$ cat config.mk
export PLATFORM = sky130hd
export DESIGN_NAME = input_keypad
export DESIGN_NICKNAME = d
export VERILOG_FILES = /design/src/rtl/input_keypad.sv
export SDC_FILE = /design/constraint.sdc
export NUM_CORES = 1
export LEC_CHECK = 0
export CAP_MARGIN = 20
export CORE_ASPECT_RATIO = 0.7
export CORE_MARGIN = 5
export CORE_UTILIZATION = 54
export DETAILED_ROUTE_END_ITERATION = 8
export GPL_ROUTABILITY_DRIVEN = 0
export PLACE_DENSITY_LB_ADDON = 0.25
export SKIP_CTS_REPAIR_TIMING = 1
export SYNTH_ARGS = -nofsm -noshare
export SYNTH_HDL_FRONTEND = slang
export SYNTH_SLANG_ARGS = --single-unit
$ cat constraint.sdc
create_clock -name Clock -period 2.52 [get_ports Clock]
set_input_delay 0.378 -clock Clock [delete_from_list [all_inputs] [get_ports Clock]]
set_output_delay 0.378 -clock Clock [all_outputs]
set_load 0.1 [all_outputs]
$ cat src/rtl/input_keypad.sv
// Keypad front end: scans a 4x4 active-low key matrix row by row,
// synchronises and debounces the column returns over whole sweeps, and
// strobes key_valid with key_code for each clean single-key press.
module input_keypad #(
    parameter int scan_len = 25000,  // cycles each row stays driven (>= 4)
    parameter int deb_len  = 4       // identical sweeps needed to accept a state (>= 1)
) (
    input  logic       Clock,
    input  logic       Reset,
    input  logic [3:0] COL,
    output logic [3:0] ROW,
    output logic       key_valid,
    output logic [3:0] key_code
);

    localparam int DW = (scan_len > 1) ? $clog2(scan_len) : 1;
    localparam int SW = $clog2(deb_len + 1);
    localparam logic [DW-1:0] dwell_last = DW'(scan_len - 1);
    localparam logic [SW-1:0] stable_max = SW'(deb_len);

    logic [3:0]    sync1_reg, sync2_reg;
    logic [1:0]    row_reg;
    logic [DW-1:0] dwell_reg;
    logic [15:0]   snap_reg, prev_reg, accepted_reg;
    logic [SW-1:0] stable_reg;
    logic          key_valid_reg;
    logic [3:0]    key_code_reg;

    logic          last_dwell, sweep_end, accept, press, one_hot;
    logic [15:0]   full_snap;
    logic [SW-1:0] stable_next;
    logic [3:0]    press_code;

    // Row drive is a pure decode of the current row index.
    assign ROW       = ~(4'b0001 << row_reg);
    assign key_valid = key_valid_reg;
    assign key_code  = key_code_reg;

    assign last_dwell = (dwell_reg == dwell_last);
    assign sweep_end  = last_dwell && (row_reg == 2'd3);
    // Row 3 is sampled on the sweep-end cycle itself, so splice it in live.
    assign full_snap  = {~sync2_reg, snap_reg[11:0]};
    assign one_hot    = (full_snap != 16'h0) && ((full_snap & (full_snap - 16'h1)) == 16'h0);

    // Debounce bookkeeping for the sweep that is ending now.
    always_comb begin
        stable_next = SW'(1);
        if (full_snap == prev_reg) begin
            stable_next = (stable_reg == stable_max) ? stable_reg : stable_reg + 1'b1;
        end
        accept = sweep_end && (stable_next == stable_max);
        press  = accept && (accepted_reg == 16'h0) && one_hot;
    end

    // Index of the single set bit in the snapshot being accepted.
    always_comb begin
        press_code = 4'h0;
        for (int i = 0; i < 16; i++) begin
            if (full_snap[i]) press_code = 4'(i);
        end
    end

    // Two-flop synchroniser for the asynchronous column returns.
    always_ff @(posedge Clock or negedge Reset) begin
        if (!Reset) begin
            sync1_reg <= 4'hF;
            sync2_reg <= 4'hF;
        end else begin
            sync1_reg <= COL;
            sync2_reg <= sync1_reg;
        end
    end

    // Row scan: dwell counter per row, row index wraps 0..3.
    always_ff @(posedge Clock or negedge Reset) begin
        if (!Reset) begin
            row_reg   <= 2'd0;
            dwell_reg <= '0;
        end else if (last_dwell) begin
            row_reg   <= row_reg + 2'd1;
            dwell_reg <= '0;
        end else begin
            dwell_reg <= dwell_reg + 1'b1;
        end
    end

    // Snapshot capture on each row's last dwell cycle plus sweep-level debounce.
    always_ff @(posedge Clock or negedge Reset) begin
        if (!Reset) begin
            snap_reg     <= 16'h0;
            prev_reg     <= 16'h0;
            stable_reg   <= '0;
            accepted_reg <= 16'h0;
        end else begin
            if (last_dwell) begin
                snap_reg[{row_reg, 2'b00} +: 4] <= ~sync2_reg;
            end
            if (sweep_end) begin
                prev_reg   <= full_snap;
                stable_reg <= stable_next;
                if (accept) accepted_reg <= full_snap;
            end
        end
    end

    // Press strobe: one cycle, only on an all-zero to single-key transition.
    always_ff @(posedge Clock or negedge Reset) begin
        if (!Reset) begin
            key_valid_reg <= 1'b0;
            key_code_reg  <= 4'h0;
        end else begin
            key_valid_reg <= press;
            if (press) key_code_reg <= press_code;
        end
    end

endmodule

==> results_dict.tcl <==
set metrics [dict create \
    r2r-start "snap_reg[2]$_DFFE_PN0P_" \
    internal_power_w 0.001861 \
    drt_pass1_iterations 4 \
    io_pins 15 \
    synthCells 341 \
    crit_path_start_kind "flop" \
    synth_edf_count 0 \
    p_comb_share_pct 2.8 \
    synth-seq-cells 77 \
    fin_crit_sh_pct 93.52 \
    cts_root_buffer "clkbuf_8" \
    rows 25 \
    worstSetupPathType "reg2reg" \
    cp-end-kind "flop" \
    htreeDepth 3 \
    grtUsageTotal_pct 20.19 \
    diodes 0 \
    grt.met1_usage_pct 30.37 \
    status "finished clean" \
    worstPathRequired_ns 2.76 \
    grt_setup_unrepaired "false" \
    routed-via-count 2529 \
    p_clk_share_pct 44.6 \
    min_period_ns 2.357 \
    fillers 574 \
    worstRegToRegCells 6 \
    ir_drop_mv 0.4157 \
    worstSkewPairLatency_ns 0.35 \
    avgRoutedWirePerCell_microns 16.22 \
    setup_viol 0 \
    antenna_found_initial 0 \
    grt_pass1_vias 2568 \
    dieArea_sq_um 8582 \
    area_growth_syn_to_layout_pct 14.85 \
    routed_wirelength_microns 7509 \
    vias_per_cell 5.462 \
    power_density_nw_per_um2 564.0 \
    async_reset_ff_share_pct 100.0 \
    cts_tree "yes" \
    initial_core_util_pct 54.90 \
    placed_area_sq_um 3971 \
    synth_nets 355 \
    final_common_cell "dfrtp_1" \
    drc_errors 0 \
    cts.sinks 77 \
    gr-usage-met2_pct 28.42 \
    chipHeight_microns 79.02 \
    worstPathMaxFanout 3 \
    final.setup.tns_ns 0 \
    fin_nets 378 \
    min-delay-path-class "in2async" \
    maxSlewHeadroom_pct 37.20 \
    report.final.hold_viol_count 0 \
    synth_area_sq_um 3675 \
    slew_viol_final 0 \
    fmax_mhz 424.3 \
    maxCapViolCount 0 \
    drive_gt1_share_pct 19.24 \
    arrival_ns 2.59 \
    clockBufferDepth 2 \
    r2r-end "key_code[3]$_DFFE_PN0P_" \
    r2r_slack_ns 0.16 \
    grt_pass1_wl_microns 13280 \
    p_seq_share_pct 52.5 \
    port_buffers 14 \
    swShare_pct 21.82 \
    numCtsBuffers 9 \
    skew_ns 0.007506 \
    tightestPinTransition_ns 0.9419 \
    grt_max_degree 78 \
    grt_overflow_total 0 \
    drtIter0Drc 196 \
    coreArea_sq_um 6694 \
    dpl.hpwl_microns 5315 \
    synth-main-ff-cell "dfrtp_1" \
    path_clk_slew_ns 0.08 \
    seq_area_frac_synth_pct 52.71 \
    ys.warnings.count 0 \
    p_leak_nw 1.974 \
    power_switching_w 0.0005193 \
    synth.distinct_cells 51 \
    final_cell_mix "69 x dfrtp_1, 38 x nand2_1, 30 x buf_4" \
    design_area_sq_um 4220 \
    syn_avg_cell_area_sq_um 10.78 \
    ant_nets 0 \
    grt_busiest_layer "met1" \
    die_w_microns 108.6 \
    grt_use_met3_pct 6.093 \
]
layer usage:
metal | wire, microns | vias up
li1 | - | 1233
met1 | 3846 | 1225
met2 | 3219 | 67
met3 | 395 | 4
met4 | 48 | 0
met5 | 0 | -
Yosys cell counts, types with 5 or more instances:
cell type	instances	area, sq um
xnor2_1	18	157.7
o31ai_1	13	97.59
ha_1	8	100.1
xor2_1	12	105.1
dfstp_2	8	210.2
inv_1	15	56.30
nor2_1	19	71.32
mux2_1	16	180.2
nand2_1	38	142.6
clkbuf_1	19	71.32
nor4_1	9	56.30
nand4_1	7	43.79
o21ai_0	19	95.09
dfrtp_1	69	1727
a211oi_1	5	37.54
nand3_1	13	65.06
mux2_2	8	90.09
worst max path at each step:
stage                                    to                     from  slack, ns
floorplan           key_code[3]$_DFFE_PN0P_   dwell_reg[3]$_DFF_PN0_       0.15
global placement    key_code[3]$_DFFE_PN0P_  dwell_reg[10]$_DFF_PN0_       0.21
detailed placement  key_code[3]$_DFFE_PN0P_  snap_reg[2]$_DFFE_PN0P_       0.18
CTS                 key_code[3]$_DFFE_PN0P_  snap_reg[2]$_DFFE_PN0P_       0.15
global route        key_code[3]$_DFFE_PN0P_  snap_reg[5]$_DFFE_PN0P_       0.01
finish              key_code[3]$_DFFE_PN0P_  snap_reg[2]$_DFFE_PN0P_       0.16
kinds of logic after synthesis:
group / Yosys count / synth area share [%]
buffers and inverters: 37 / 3.881
AND/OR/NAND/NOR: 111 / 16.38
flip-flops: 77 / 52.71
adder cells (fa/ha/maj): 8 / 2.724
multiplexers: 24 / 7.354
AO/OA/AOI/OAI: 54 / 9.806
XOR/XNOR: 30 / 7.150
worst max-delay path, stage by stage (launching register included):
cell and delay, ns:
dfrtp_1 0.38, or4_4 0.57, o41ai_4 0.33, nand4_1 0.11, nor4_1 0.27, and4b_1 0.25, mux2_1 0.32
final cells by class:
cell class,count,area (sq um),area share [%]
clock inverter,6,93.84,2.224
tap,94,117.6,2.787
inverter,15,56.30,1.334
clock buffer,10,137.6,3.261
timing repair buffer,34,265.3,6.285
sequential,77,1937,45.89
multi-input combinational,227,1613,38.22
metrics by stage:
| stage | hold slack [ns] | instances | setup slack, ns | util [%] | power [W] |
|---|---|---|---|---|---|
| 4_1_cts | 0.2097 | 463 | 0.1502 | 62.79 | 0.002409 |
| 5_1_grt | 0.2357 | 463 | 0.01015 | 63.05 | 0.002481 |
| 2_1_floorplan | 0.08241 | 341 | 0.1481 | - | 0.001298 |
| 3_5_place_dp | 0.3472 | 447 | 0.1784 | 59.33 | 0.001344 |
| 6_report | 0.1363 | 463 | 0.1632 | 63.05 | 0.002380 |
| 3_3_place_gp | 0.3459 | 447 | 0.2094 | 59.33 | 0.001343 |
power groups by stage:
stage	Sequential (W)	Combinational [W]	Clock (W)
after global routing	0.00125	0.0000769	0.00115
after detailed placement	0.00127	0.0000691	0
after CTS	0.00125	0.0000695	0.00109
after global placement	0.00127	0.0000685	0
final	0.00125	0.0000673	0.00106
after floorplan	0.00127	0.0000247	0
(Power assumes the default switching activity.)
